==> config.mk <==
export PLATFORM = sky130hd
export DESIGN_NAME = status_handshake_tx_flat
export DESIGN_NICKNAME = d
export VERILOG_FILES = /design/src/rtl/status_handshake_tx_if.sv /design/src/rtl/status_handshake_tx.sv /design/src/flat_wrapper.sv
export SDC_FILE = /design/constraint.sdc
export NUM_CORES = 1
export LEC_CHECK = 0
export BUFFER_PORTS_ARGS = -buffer_cell sky130_fd_sc_hd__clkbuf_2
export CORE_ASPECT_RATIO = 1.4
export CORE_UTILIZATION = 50
export CTS_BUF_LIST = sky130_fd_sc_hd__clkbuf_16
export CTS_CLUSTER_DIAMETER = 100
export DETAILED_ROUTE_END_ITERATION = 7
export PLACE_DENSITY = 0.68
export SLEW_MARGIN = 10
export SYNTH_ARGS = -nofsm -noshare
export SYNTH_HDL_FRONTEND = slang
export SYNTH_SLANG_ARGS = --single-unit
==> constraint.sdc <==
create_clock -name clk -period 5.5 [get_ports clk]
set_clock_uncertainty 0.2 [all_clocks]
set_input_delay 0.275 -clock clk [delete_from_list [all_inputs] [get_ports clk]]
set_output_delay 0.275 -clock clk [all_outputs]
set_load 0.02 [all_outputs]
==> src/rtl/status_handshake_tx_if.sv <==
// -----------------------------------------------------------------------------
// status_handshake_tx_if
//   Four-phase status link between the sensor-side initiator and the
//   pump-control receiver.
//
//   Handshake: the initiator places a word on data_out, then raises req_out.
//   The receiver raises ack_in once it has taken the word. The initiator then
//   drops req_out, and the receiver drops ack_in. data_out is stable whenever
//   req_out or ack_in is high. ack_in is asynchronous to the initiator clock.
//
//   Signals:
//     data_out  initiator -> receiver  status word (DATA_WIDTH bits)
//     req_out   initiator -> receiver  request strobe
//     ack_in    receiver  -> initiator acknowledge
//   Modports: master (initiator side), slave (receiver side).
// -----------------------------------------------------------------------------
interface status_handshake_tx_if #(
    parameter int DATA_WIDTH = 4
);
    logic [DATA_WIDTH-1:0] data_out;
    logic                  req_out;
    logic                  ack_in;

    modport master (output data_out, output req_out, input ack_in);
    modport slave  (input data_out, input req_out, output ack_in);
endinterface

==> src/rtl/status_handshake_tx.sv <==
// -----------------------------------------------------------------------------
// status_handshake_tx
//   Initiator side of the four-phase status link. Whenever the local anomaly
//   vector differs from the last word the receiver acknowledged, that vector
//   is sent over the link. Each wait state is guarded by a timeout; after a
//   timeout the word is retried once the receiver's ack has dropped.
//
//   Optional build macro: STATUS_TX_HEARTBEAT_EN
//     When defined, a word that has not changed is resent after
//     HEARTBEAT_CYCLES idle cycles, so the receiver resynchronizes after
//     glitches.
//
//   Ports:
//     clk              system clock
//     reset            asynchronous active-low reset
//     status_in        local status flags (synchronous to clk)
//     link             status link, master modport (data_out/req_out/ack_in)
//     busy_out         high whenever the FSM is not in IDLE
//     done_pulse_out   one-cycle pulse when a transfer completes
//     timeout_err_out  sticky abort flag, cleared by the next good transfer
//     state_dbg_out    current FSM state, for observation
// -----------------------------------------------------------------------------
module status_handshake_tx #(
    parameter int DATA_WIDTH       = 4,
    parameter int SYNC_STAGES      = 2,
    parameter int TIMEOUT_CYCLES   = 50000,
    parameter int HEARTBEAT_CYCLES = 50000000
) (
    input  logic                  clk,
    input  logic                  reset,
    input  logic [DATA_WIDTH-1:0] status_in,
    status_handshake_tx_if.master link,
    output logic                  busy_out,
    output logic                  done_pulse_out,
    output logic                  timeout_err_out,
    output logic [1:0]            state_dbg_out
);
    localparam logic [1:0] IDLE     = 2'd0;
    localparam logic [1:0] SETUP    = 2'd1;
    localparam logic [1:0] REQ_HIGH = 2'd2;
    localparam logic [1:0] REQ_LOW  = 2'd3;

    localparam int CNT_MAX = (TIMEOUT_CYCLES > HEARTBEAT_CYCLES) ? TIMEOUT_CYCLES
                                                                 : HEARTBEAT_CYCLES;
    localparam int CNT_W   = (CNT_MAX > 1) ? $clog2(CNT_MAX) : 1;
    localparam logic [CNT_W-1:0] TIMEOUT_LAST = CNT_W'(TIMEOUT_CYCLES - 1);
    localparam logic [CNT_W-1:0] CNT_SAT      = '1;
`ifdef STATUS_TX_HEARTBEAT_EN
    localparam logic [CNT_W-1:0] HEARTBEAT_LAST = CNT_W'(HEARTBEAT_CYCLES - 1);
`endif

    logic [1:0]            state_q, state_d;
    logic [DATA_WIDTH-1:0] data_q, data_d;
    logic [DATA_WIDTH-1:0] shadow_q, shadow_d;
    logic [DATA_WIDTH-1:0] last_sent_q, last_sent_d;
    logic                  req_q, req_d;
    logic                  done_q, done_d;
    logic                  err_q, err_d;
    logic [CNT_W-1:0]      cnt_q, cnt_d;
    logic [SYNC_STAGES-1:0] ack_sync_q, ack_sync_d;
    logic                  ack_s;
    logic [CNT_W-1:0]      cnt_inc;
    logic                  start_xfer;

    // Ack synchronizer: ack_in enters at bit 0, ack_s is the last stage.
    assign ack_sync_d = {ack_sync_q[SYNC_STAGES-2:0], link.ack_in};
    assign ack_s      = ack_sync_q[SYNC_STAGES-1];

    // Saturating increment: the counter must never wrap back to zero.
    assign cnt_inc = (cnt_q == CNT_SAT) ? cnt_q : cnt_q + CNT_W'(1);

    // A stale ack from the receiver blocks any new request.
`ifdef STATUS_TX_HEARTBEAT_EN
    assign start_xfer = !ack_s && ((status_in != last_sent_q) || (cnt_q == HEARTBEAT_LAST));
`else
    assign start_xfer = !ack_s && (status_in != last_sent_q);
`endif

    always_comb begin
        state_d     = state_q;
        data_d      = data_q;
        shadow_d    = shadow_q;
        last_sent_d = last_sent_q;
        req_d       = req_q;
        done_d      = 1'b0;
        err_d       = err_q;
        cnt_d       = cnt_q;
        case (state_q)
            IDLE: begin
`ifdef STATUS_TX_HEARTBEAT_EN
                cnt_d = cnt_inc;
`else
                cnt_d = '0;
`endif
                if (start_xfer) begin
                    data_d   = status_in;
                    shadow_d = status_in;
                    cnt_d    = '0;
                    state_d  = SETUP;
                end
            end
            SETUP: begin
                // Data has been on the bus for one full cycle; raise req now.
                req_d   = 1'b1;
                cnt_d   = '0;
                state_d = REQ_HIGH;
            end
            REQ_HIGH: begin
                if (ack_s) begin
                    req_d   = 1'b0;
                    cnt_d   = '0;
                    state_d = REQ_LOW;
                end else if (cnt_q == TIMEOUT_LAST) begin
                    req_d   = 1'b0;
                    err_d   = 1'b1;
                    cnt_d   = '0;
                    state_d = IDLE;
                end else begin
                    cnt_d = cnt_inc;
                end
            end
            REQ_LOW: begin
                if (!ack_s) begin
                    last_sent_d = shadow_q;
                    done_d      = 1'b1;
                    err_d       = 1'b0;
                    cnt_d       = '0;
                    state_d     = IDLE;
                end else if (cnt_q == TIMEOUT_LAST) begin
                    // last_sent is left alone so the word is retried.
                    err_d   = 1'b1;
                    cnt_d   = '0;
                    state_d = IDLE;
                end else begin
                    cnt_d = cnt_inc;
                end
            end
            default: begin
                req_d   = 1'b0;
                cnt_d   = '0;
                state_d = IDLE;
            end
        endcase
    end

    always_ff @(posedge clk or negedge reset) begin
        if (!reset) begin
            state_q     <= IDLE;
            data_q      <= '0;
            shadow_q    <= '0;
            last_sent_q <= '0;
            req_q       <= 1'b0;
            done_q      <= 1'b0;
            err_q       <= 1'b0;
            cnt_q       <= '0;
            ack_sync_q  <= '0;
        end else begin
            state_q     <= state_d;
            data_q      <= data_d;
            shadow_q    <= shadow_d;
            last_sent_q <= last_sent_d;
            req_q       <= req_d;
            done_q      <= done_d;
            err_q       <= err_d;
            cnt_q       <= cnt_d;
            ack_sync_q  <= ack_sync_d;
        end
    end

    assign link.data_out   = data_q;
    assign link.req_out    = req_q;
    assign busy_out        = (state_q != IDLE);
    assign done_pulse_out  = done_q;
    assign timeout_err_out = err_q;
    assign state_dbg_out   = state_q;
endmodule

==> src/flat_wrapper.sv <==
// flat-port wrapper written by rule: the top's interface ports become plain ports
module status_handshake_tx_flat 
#(
    parameter int DATA_WIDTH       = 4,
    parameter int SYNC_STAGES      = 2,
    parameter int TIMEOUT_CYCLES   = 50000,
    parameter int HEARTBEAT_CYCLES = 50000000
)
  (clk, reset, status_in, busy_out, done_pulse_out, timeout_err_out, state_dbg_out, link_data_out, link_req_out, link_ack_in);
  status_handshake_tx_if #(.DATA_WIDTH(DATA_WIDTH)) link_i ();
  input  logic clk;
  input  logic reset;
  input  logic [DATA_WIDTH-1:0] status_in;
  output logic busy_out;
  output logic done_pulse_out;
  output logic timeout_err_out;
  output logic [1:0] state_dbg_out;
  output wire logic [$bits(link_i.data_out)-1:0] link_data_out;
  output wire logic [$bits(link_i.req_out)-1:0] link_req_out;
  input wire logic [$bits(link_i.ack_in)-1:0] link_ack_in;
  assign link_data_out = link_i.data_out;
  assign link_req_out = link_i.req_out;
  assign link_i.ack_in = link_ack_in;
  status_handshake_tx #(.DATA_WIDTH(DATA_WIDTH), .SYNC_STAGES(SYNC_STAGES), .TIMEOUT_CYCLES(TIMEOUT_CYCLES), .HEARTBEAT_CYCLES(HEARTBEAT_CYCLES)) u_core (.clk(clk), .reset(reset), .status_in(status_in), .link(link_i), .busy_out(busy_out), .done_pulse_out(done_pulse_out), .timeout_err_out(timeout_err_out), .state_dbg_out(state_dbg_out));
endmodule
; ---- Yosys cells after proc, flatten, opt, wreduce, memory -nomap -nowiden
; Cells that the tools add are included.
[op_classes]
add_sub_neg = 1
n_mul = 0
order_cmp = 0
div = 0
reduce_logical = 11
eq_ne = 9
n_mux = 19
n_shift = 0
n_bitwise = 1
[ops]
columns = cell, n
row1 = two-way mux 26 bit, 4
row2 = case mux 26 bit (3 select lines), 1
row3 = "adder 26 x 1 -> 26 bit, second input constant", 1
row4 = "equality test 26 x 16 -> 1 bit, second input constant", 1
row5 = "equality test 26 bit, second input constant", 1
row6 = two-way mux 2 bit, 4
row7 = case mux 2 bit (4 select lines), 1
row8 = AND reduction 2 bit, 4
row9 = two-way mux 1 bit, 7
row10 = nonzero test 2 bit, 3
row11 = "equality test 2 bit, second input constant", 2
row12 = != test 4 bit, 1
row13 = case mux 1 bit (2 select lines), 2
row14 = "!= test 3 x 1 -> 1 bit, second input constant", 1
row15 = "equality test 2 x 1 -> 1 bit, second input constant", 1
row16 = zero test 2 bit, 1
row17 = "!= test 2 x 1 -> 1 bit, second input constant", 1
row18 = "!= test 2 bit, second input constant", 1
row19 = OR reduction 2 bit, 1
row20 = logical AND 1 bit, 1
row21 = zero test 1 bit, 1
row22 = NOT 1 bit, 1
[word_totals]
mem_bits_ro = 0
regBits = 41
latch_bits = 0
n_memories = 0
ramBits = 0

; ---- Longest topological paths before layout
; Gate-level depths: netlist of the first run.
[depth]
depth_word = 5
depth_mapped = 7
mapped_depth_nobuf = 6

; ---- Worst setup path after synthesis of the first run
; No wires, ideal clock.
[synth_path]
kind = flip-flop to flip-flop
startpoint = reg u_core.cnt_q[22]
endpoint = reg u_core.state_q[1] (netlist: u_core.state_dbg_out[1])
path_stages_with_launch = 6
setup_slack_ns = 3.440
arrival_time_ns = 1.736
path_buffers = 0
required_ns = 5.176
path_cell_list = dfrtp_1 -> or4_1 -> nor3_1 -> nand4_1 -> o211a_1 -> a211o_1
[synth_via]
elab_chain_len = 4
elab_cells_between_ends = 5
[synth_lines]
columns = item, line_no
row1 = start: declaration, status_handshake_tx.sv:59  ; logic [CNT_W-1:0] cnt_q, cnt_d;
row2 = start signal: assignment, status_handshake_tx.sv:165  ; cnt_q <= cnt_d;
row3 = equality test 26 x 16 -> 1 bit (*), "status_handshake_tx.sv:113, status_handshake_tx.sv:129"
row4 = two-way mux 2 bit (*), n/a
row5 = two-way mux 2 bit (on tied branches), n/a
row6 = case mux 2 bit (4 select lines) (*), n/a
row7 = end signal: assignment, status_handshake_tx.sv:158  ; state_q <= state_d;
row8 = end: declaration, status_handshake_tx.sv:52  ; logic [1:0] state_q, state_d;
; Mark *: on every way between the ends. The rest lies on a longest branch, timed or not.
; A chain may end at the register's enable or synchronous reset.

; ---- Worst setup path after layout of the first run
[layout_path]
startpoint = reg u_core.cnt_q[22]
endpoint = reg u_core.cnt_q[22]
[layout_via]
elab_chain_len = 5
elab_cells_between_ends = 8
[layout_lines]
columns = item, line_no
row1 = adder 26 x 1 -> 26 bit or equality test 26 bit (tied branches), status_handshake_tx.sv:70  ; assign cnt_inc = (cnt_q == CNT_SAT) ? cnt_q : cnt_q + CNT_W'(1);
row2 = two-way mux 26 bit, status_handshake_tx.sv:70
row3 = two-way mux 26 bit (*), "status_handshake_tx.sv:113, status_handshake_tx.sv:129"
row4 = two-way mux 26 bit (on tied branches), "status_handshake_tx.sv:123, status_handshake_tx.sv:109"
row5 = case mux 26 bit (3 select lines) (*), status_handshake_tx.sv:88  ; case (state_q)
row6 = named net u_core.cnt_d[22], status_handshake_tx.sv:59
; Mark *: on every way through the listed nets, which the timed path passes. The rest lies on a longest branch.

==> results of run 1 <==
## path summary, 6_finish.rpt
check                                               end  slack, ns            startpoint  depth (start not counted)
worst min register to register     u_core.ack_sync_q[1]       0.16  u_core.ack_sync_q[0]                          0
worst max register to register         u_core.cnt_q[22]       3.08      u_core.cnt_q[22]                          5
worst max-delay path                   u_core.cnt_q[22]       3.08      u_core.cnt_q[22]                          5
min in group asynchronous              u_core.cnt_q[22]       0.49                 reset                          2
worst min-delay path            u_core.link.data_out[1]       0.04          status_in[1]                          2
max in group asynchronous               u_core.cnt_q[3]       4.01                 reset                          2
## worst max-delay path, cell delays in order, from the launching register on
cell and delay (ns):
dfrtp_1 0.45, or4_1 0.55, nor3_1 0.19, nand4_1 0.28, nand2_2 0.48, nor2_1 0.12
## synth_stat cells, types with 3 or more instances
library cell | instances | share of area, %
a211oi_1 | 3 | 1.1
a21oi_1 | 7 | 1.7
a31oi_1 | 3 | 0.90
and4_1 | 5 | 2.1
dfrtp_1 | 41 | 49
inv_1 | 3 | 0.54
mux2_1 | 4 | 2.2
nand2_1 | 29 | 5.2
nand2b_1 | 3 | 0.90
nand3_1 | 9 | 2.2
nand4_1 | 10 | 3.0
nor2_1 | 30 | 5.4
nor3_1 | 10 | 2.4
nor4_1 | 9 | 2.7
o31ai_1 | 3 | 1.1
or3_1 | 3 | 0.90
or4_1 | 3 | 1.1
xnor2_1 | 8 | 3.3
xor2_1 | 12 | 5.0
## layout by cell type (no fill, tap or decap), types with 2 or more instances in the layout
| master | Yosys | final |
|---|---|---|
| or4_1 | 3 | 3 |
| nand2b_1 | 3 | 3 |
| dfrtp_1 | 41 | 41 |
| o2111ai_1 | 2 | 2 |
| clkbuf_2 | 0 | 16 |
| o31ai_1 | 3 | 3 |
| inv_1 | 3 | 4 |
| nor3_1 | 10 | 10 |
| and3_1 | 2 | 2 |
| dlygate4sd3_1 | 0 | 2 |
| nand3_1 | 9 | 9 |
| a31oi_1 | 3 | 3 |
| clkbuf_16 | 0 | 5 |
| nor4_1 | 9 | 9 |
| a211o_1 | 2 | 2 |
| xor2_1 | 12 | 12 |
| a21oi_1 | 7 | 7 |
| xnor2_1 | 8 | 8 |
| nand4_1 | 10 | 10 |
| a211oi_1 | 3 | 3 |
| mux2i_1 | 2 | 2 |
| nand2_1 | 29 | 29 |
| and4_1 | 5 | 5 |
| or4b_1 | 2 | 2 |
| nor2_1 | 30 | 30 |
| o21ai_0 | 2 | 2 |
| or3_1 | 3 | 3 |
| mux2_1 | 4 | 4 |
## flip-flops by register name (all words and copies together), names as in the netlist
signal                  cells
u_core.ack_sync_q           2
u_core.state_dbg_out        2
u_core.timeout_err_out      1
u_core.last_sent_q          4
u_core.done_pulse_out       1
u_core.link.data_out        4
u_core.cnt_q               26
u_core.link.req_out         1
## power groups by stage
stage / Sequential, mW / Clock (mW) / Combinational, mW
finish: 0.392 / 0.270 / 0.205
global route: 0.400 / 0.286 / 0.229
CTS: 0.393 / 0.276 / 0.208
detailed placement: 0.398 / 0 / 0.206
global placement: 0.396 / 0 / 0.203
floorplan: 0.424 / 0 / 0.121
## logic make-up (layout without fill, tap and decap cells)
family                   Yosys count  after routing  synth area share, %
AND/OR/NAND/NOR                  119            119                28.53
flip-flops                        41             41                49.04
AO/OA/AOI/OAI                     26             26                8.314
XOR/XNOR                          20             20                8.373
buffers and inverters              9             29                2.033
multiplexers                       6              6                3.110
adder cells (fa/ha/maj)            1              1               0.5980
## final cells by class
type	count	area share [%]
Multi-Input combinational cell	172	43.53
Inverter	4	0.6386
Clock buffer	5	5.322
Clock inverter	2	0.3193
Timing Repair Buffer	18	4.258
Sequential cell	41	43.64
Tap cell	43	2.288
## layer usage
layer	vias to the layer above	share of wire (%)	track usage (%)
li1	836	-	-
met1	868	43	26.48
met2	43	51	39.05
met3	15	3.3	4.119
met4	0	2.7	13.25
met5	-	0	0
## what timing repair did
action	4_1_cts	5_1_grt
endpoints found under the hold margin	26	0
setup buffers	0	0
hold buffers	2	0
==> results.ini, run 1 <==
[outcome]
status=finished clean

[global_route]
grtUsageTotal_pct=22.85
grt_remaining_overflow=0
grt_pass1_vias=1764
grt_max_degree=42
antenna_found_initial=0
grt_pass1_wl_mm=7.797

[run]
cap_violations=0

[cells_and_area]
multiInputGateArea_um2=1023
regArea_um2=1026
fin_area_um2=2351
drive_gt1_share_pct=9.917
area_delta_synth_final_pct=12.38
num_antenna_cells=0
num-fill-cells=361
layout.cells.non_filler=285
final_core_util_pct=58.98
layout.nets=250

[timing]
fmax_mhz=413.5
whs_ns=0.04014
worst_slew_pin_slew_ns=0.9847
fin_setup_tns_ns=0
rsz0062_at_grt=no
hold_viol=0
setup_viol=0
period_needed_ns=2.419
relSlewSlack_pct=34.36
slew_violations=0
post-route-period-util_pct=43.98
fin_ws_ns=3.081

[critical_path]
crit_required_ns=5.44
arrival_ns=2.36
crit_path_end_kind=flip-flop
path_class=reg2reg
start_kind=flip-flop
path_max_fanout=25

[drt]
drt_wl_total_mm=4.480
first_pass_iters=4
routedWlPerCell_um=15.72
drc=0
ant_nets=0
vias=1762
viasPerCell=6.182
drt_iter0_drc=112

[place]
dpl.hpwl_mm=3.148
dp.cells=276
dpl-instance-area_um2=2198
io_buffer_count=16
gp_congestion=0.8835
dpl_worst_slack_ns=3.129

[die]
ioPinCount=17
start_util_pct=52.48
die_w_um=56.67
num_rows=27
die_y_um=78.54
die-area_um2=4450
core-area_um2=3986

[power_and_ir_drop]
finalPower_uw=867.6
p_comb_share_pct=23.6
powerDensity_nw_per_um2=369.0
pwr-share-seq_pct=45.2
p_sw_uw=281.4
leakagePower_nw=0.9870
power.clock.fraction_pct=31.2
p_int_uw=586.1
vdd_drop_max_uv=269.5
power.share.switching_pct=32.44

[yosys]
synthFlopType=dfrtp_1
syn_nets=230
synth_area_um2=2092
yosysUniqueCellTypes=38
avgSynthCellArea_um2=9.423
synth-seq-cells=41
synth_async_sr_flop_share_pct=100.0
synth_cells=222
ys_seq_area_share_pct=49.04
synth_edf_count=0
ys_warn_count=0

[cts]
clk_latency_ns=0.28
cts_resized=0
clk_path_buf_depth=2
cts_tree=built
clock-root-buffer=clkbuf_16
cts_made_buffers=5
h-tree-depth=2
clock_sinks=41
clk_pin_slew_ns=0.06

[min_path]
hp-class=in2reg

(Power assumes the default switching activity.)
==> inputs of run 2 (changes only) <==
--- a/config.mk
+++ b/config.mk
@@ -11,7 +11,7 @@
 export CTS_BUF_LIST = sky130_fd_sc_hd__clkbuf_16
 export CTS_CLUSTER_DIAMETER = 100
 export DETAILED_ROUTE_END_ITERATION = 7
-export PLACE_DENSITY = 0.68
+export PLACE_DENSITY = 0.71
 export SLEW_MARGIN = 10
 export SYNTH_ARGS = -nofsm -noshare
 export SYNTH_HDL_FRONTEND = slang
==> constraint.sdc (replaced) <==
create_clock -name clk -period 2.2 [get_ports clk]
set_clock_uncertainty 0.2 [all_clocks]
set_input_delay 0.11 -clock clk [delete_from_list [all_inputs] [get_ports clk]]
set_output_delay 0.11 -clock clk [all_outputs]
set_load 0.02 [all_outputs]
==> run 2 against run 1 <==
Core utilization up 4.9 points. Critical path depth unchanged. Final cell count up 6.7%. Worst setup slack got worse by 3.0 ns. Critical path type unchanged.
==> results.ini, run 2 (synthesis results as in run 1) <==
[outcome]
status=finished clean

[timing]
setup_viol=0
rsz0062_at_grt=no
relSlewSlack_pct=65.41
post-route-period-util_pct=96.36
fin_setup_tns_ns=0
slew_violations=0
period_needed_ns=2.120
hold_viol=0
fmax_mhz=471.7
worst_slew_pin_slew_ns=0.5149

[power_and_ir_drop]
finalPower_mw=2.362
leakagePower_nw=1.096
powerDensity_nw_per_um2=927.5
vdd_drop_max_uv=640.3

[critical_path]
timing.critical_path.buf_inv=0
reg2reg_depth=5
cp.depth=5
arrival_ns=2.09
max_stage_delay_ns=0.54
crit_path_end_kind=flip-flop
crit_required_ns=2.17
path_max_fanout=4
start_kind=flip-flop
crit_family=simple AND/OR/NAND/NOR gates
path_class=reg2reg
crit_path_top_delay_cell=or4_1
critical_path.cell_chain=or4_1, nor3_1, nand4_1, o211a_1, a211o_1

[drt]
drt_iter0_drc=49
vias=1776
routedWlPerCell_um=14.83
ant_nets=0
drc=0
viasPerCell=5.842
drt_wl_total_mm=4.507
first_pass_iters=4

[cells_and_area]
final_cell_mix=dfrtp_1 (41), nand2_1 (29), nor2_1 (29)
largest_reg_flops=26
area_delta_synth_final_pct=21.71
drive_gt1_share_pct=15.71
layout_commonest_cell=dfrtp_1
regMostFlops=u_core.cnt_q
num_antenna_cells=0
layout.nets=268

[cts]
clk_path_buf_depth=2
h-tree-depth=2
clk_pin_slew_ns=0.06
cts_setup_buffers=0
clk_latency_ns=0.28
cts_made_buffers=5
clock-root-buffer=clkbuf_16
cts_tree=built
clock_sinks=41

[place]
dpl.hpwl_mm=3.279
io_buffer_count=16
gp_congestion=0.8669

[die]
die_w_um=56.67
core-area_um2=3986
ioPinCount=17
start_util_pct=52.48
die_y_um=78.54
die-area_um2=4450
num_rows=27

[global_route]
grt_max_degree=42
grt_remaining_overflow=0
antenna_found_initial=0
grt_pass1_vias=1779
grtUsageTotal_pct=22.75
grt_pass1_wl_mm=7.734

[min_path]
hp-class=reg2reg
hold_depth=0

[run]
cap_violations=0

[run 2: changes by cell type in the layout (fill, tap and decap cells not counted)]
cell / delta
buf_12: +1
clkinv_4: +1
buf_4: +13
bufinv_16: +1
nor2_2: +1
clkinv_1: -1
nor2_1: -1
dlygate4sd3_1: +4
[run 2: path summary, 6_finish.rpt]
kind / end / startpoint / slack, ns
worst max-delay path: u_core.state_dbg_out[1] / u_core.cnt_q[22] / 0.08
worst min-delay path: u_core.ack_sync_q[1] / u_core.ack_sync_q[0] / 0.15
worst max register to register: u_core.state_dbg_out[1] / u_core.cnt_q[22] / 0.08
worst min register to register: u_core.ack_sync_q[1] / u_core.ack_sync_q[0] / 0.15
max in group asynchronous: u_core.cnt_q[10] / reset / 1.23
min in group asynchronous: u_core.cnt_q[16] / reset / 0.22
[run 2: per-stage QoR]
stage	cell area, um^2	std cells	hold slack (ns)	util [%]	setup slack [ns]
global route	2546	304	0.1671	63.87	0.005937
floorplan	2092	222	-0.3856	-	0.1400
finish	2546	304	0.1543	63.87	0.08018
CTS	2544	304	0.1590	63.81	0.07633
global placement	2316	290	0.0001148	58.10	0.1556
detailed placement	2316	290	0.001018	58.10	0.08419
[run 2: final cells by class]
class                           instances  area [um^2]
Multi-Input combinational cell        172         1026
Clock inverter                          3        42.54
Fill cell                             345         1440
Tap cell                               43        53.80
Clock buffer                            5        125.1
Timing Repair Buffer                   36        257.7
Inverter                                4        15.01
Sequential cell                        41         1026
[run 2: report_power, final]
group	total [mW]	internal, mW	switching, mW
Clock	0.812	0.532	0.280
Sequential	0.986	0.878	0.107
Combinational	0.564	0.223	0.341
Total	2.36	1.63	0.728
[run 2: timing repair]
action	CTS	global route
hold buffers	6	0
hold endpoints to repair	46	0
gates resized for setup	0	1
setup endpoints to repair	0	2
[run 2: per-layer routing]
layer  up-vias  GRT usage (%)  routed length [um]
li1        877              -                   -
met5         -              0                   0
met3        13          4.942                 154
met2        40          41.79                2424
met1       846          23.79                1795
met4         0          11.75                 133
==> inputs of run 3 (changes only) <==
--- a/config.mk
+++ b/config.mk
@@ -7,6 +7,7 @@
 export LEC_CHECK = 0
 export BUFFER_PORTS_ARGS = -buffer_cell sky130_fd_sc_hd__clkbuf_2
 export CORE_ASPECT_RATIO = 1.4
+export CORE_MARGIN = 4
 export CORE_UTILIZATION = 50
 export CTS_BUF_LIST = sky130_fd_sc_hd__clkbuf_16
 export CTS_CLUSTER_DIAMETER = 100
==> run 3 against run 2 <==
Sequential share of layout area down 0.33 points. Cell area up 0.84%. Hold slack better by 0.00099 ns. Flip-flop and latch count unchanged. Count of clock-buffer cells in the layout unchanged. Via count up 1.3%. Core utilization up 0.53 points. Final cell count up 2.3%. Non-clock buffer count up 7. Global-route usage down 3.7 points. Worst setup slack better by 0.034 ns. Critical path type unchanged. Largest cell class is now multi-input gates. Largest power group unchanged.
==> results.ini, run 3 (synthesis results as in run 1) <==
[power_and_ir_drop]
finalPower_mw=2.240
vdd_drop_max_uv=715.9
powerDensity_nw_per_um2=872.6
leakagePower_nw=1.105

[cells_and_area]
layout_commonest_cell=dfrtp_1
regMostFlops=u_core.cnt_q
layout.cells.non_filler=311
largest_reg_flops=26
num_antenna_cells=0
layout.nets=275
final_cell_mix=dfrtp_1 (41), nand2_1 (29), nor2_1 (29)
drive_gt1_share_pct=18.28
area_delta_synth_final_pct=22.73

[place]
dp.cells=296
io_buffer_count=16
dpl.hpwl_mm=3.431
gp_congestion=0.8599
dpl_worst_slack_ns=0.07552

[drt]
vias=1799
drc=0
ant_nets=0
viasPerCell=5.785
drt_wl_total_mm=4.631
routedWlPerCell_um=14.89
drt_iter0_drc=69
first_pass_iters=4

[timing]
fin_ws_ns=0.1145
post-route-period-util_pct=94.80
relSlewSlack_pct=66.67
slew_violations=0
fmax_mhz=479.5
hold_viol=0
setup_viol=0
fin_setup_tns_ns=0
rsz0062_at_grt=no
worst_slew_pin_slew_ns=0.5000
period_needed_ns=2.085

[die]
num_rows=27
start_util_pct=52.48
core-area_um2=3986
die_y_um=84.54
ioPinCount=17
die_w_um=62.67
die-area_um2=5297

[min_path]
min_from=u_core.ack_sync_q[0]
hp-class=reg2reg

[global_route]
antenna_found_initial=0
grtUsageMet2_pct=34.27
grt_pass1_vias=1799
grt_util_met1_pct=22.34
grtUsageTotal_pct=19.08
grt-busiest-layer=met2
grt_pass1_wl_mm=8.162
grt_max_degree=42
grt_remaining_overflow=0
grt_use_met3_pct=3.213

[cts]
clk_latency_ns=0.28
clk_path_buf_depth=2
clock-root-buffer=clkbuf_16
cts_tree=built
clk_pin_slew_ns=0.06
cts_made_buffers=5
h-tree-depth=2
clock_sinks=41

[critical_path]
critical_path.cell_chain=or4b_1, nor3_2, nand4_1, o211a_1, a211o_1
crit_start=u_core.cnt_q[4]
crit_path_end_kind=flip-flop
max_stage_delay_ns=0.55
path_class=reg2reg
crit_required_ns=2.17
arrival_ns=2.05
start_kind=flip-flop
reg2reg_from=u_core.cnt_q[4]
path_max_fanout=5
crit_path_top_delay_cell=or4b_1

[outcome]
status=finished clean

[run]
cap_violations=0

==> run 3: cell types whose count changed in the layout (fill, tap and decap cells not counted) <==
cell,change
buf_12,-1
buf_4,+8
bufinv_16,-1
clkinv_4,-1
clkinvlp_4,+2
nor3_1,-1
nor3_2,+1
==> run 3: layer usage <==
metal	routed length, um	part of all wire [%]	vias up
met4	128	2.8	0
met1	1948	42	852
met2	2394	52	42
li1	-	-	889
met5	0	0	-
met3	160	3.5	16
==> run 3: final timing paths <==
path | cells past startpoint | endpoint | slack, ns
setup / recovery | 5 | u_core.state_dbg_out[1] | 0.11
hold / removal | 0 | u_core.ack_sync_q[1] | 0.16
setup reg to reg | 5 | u_core.state_dbg_out[1] | 0.11
hold reg to reg | 0 | u_core.ack_sync_q[1] | 0.16
max in group asynchronous | 3 | u_core.cnt_q[5] | 1.22
min in group asynchronous | 3 | u_core.cnt_q[12] | 0.22
==> run 3: power by group <==
group	switching (mW)	total [mW]	internal, mW	leakage, nW
clock	0.280	0.695	0.415	0.0672
combinational	0.338	0.561	0.223	0.493
sequential	0.106	0.984	0.878	0.545
==> run 3: worst max-delay path, delay by kind of cell, from the launching register on <==
family	cells	cell delay (ns)
flops	1	0.37
simple gates	3	0.96
compound gates	2	0.44
==> run 3: layout make-up <==
| class | count | area (um^2) |
|---|---|---|
| clock buffer | 5 | 125.1 |
| clock inverter | 3 | 18.77 |
| fill | 344 | 1419 |
| inverter | 4 | 15.01 |
| multi-input combinational | 172 | 1031 |
| sequential | 41 | 1026 |
| tap | 43 | 53.80 |
| timing repair buffer | 43 | 297.8 |
==> run 3: what timing repair did <==
item,CTS,global route
resized for setup,0,2
buffers inserted,0,1
setup endpoints to repair,0,28
hold endpoints to repair,46,0
hold buffers,6,0
==> run 3: metrics by stage <==
stage	util [%]	hold WS, ns	area, um^2
finish	64.41	0.1552	2567
global route	64.41	0.1602	2567
CTS	64.03	0.1573	2552
detailed placement	58.91	0.0004801	2349
global placement	58.91	0.002947	2349
floorplan	-	-0.3856	2092
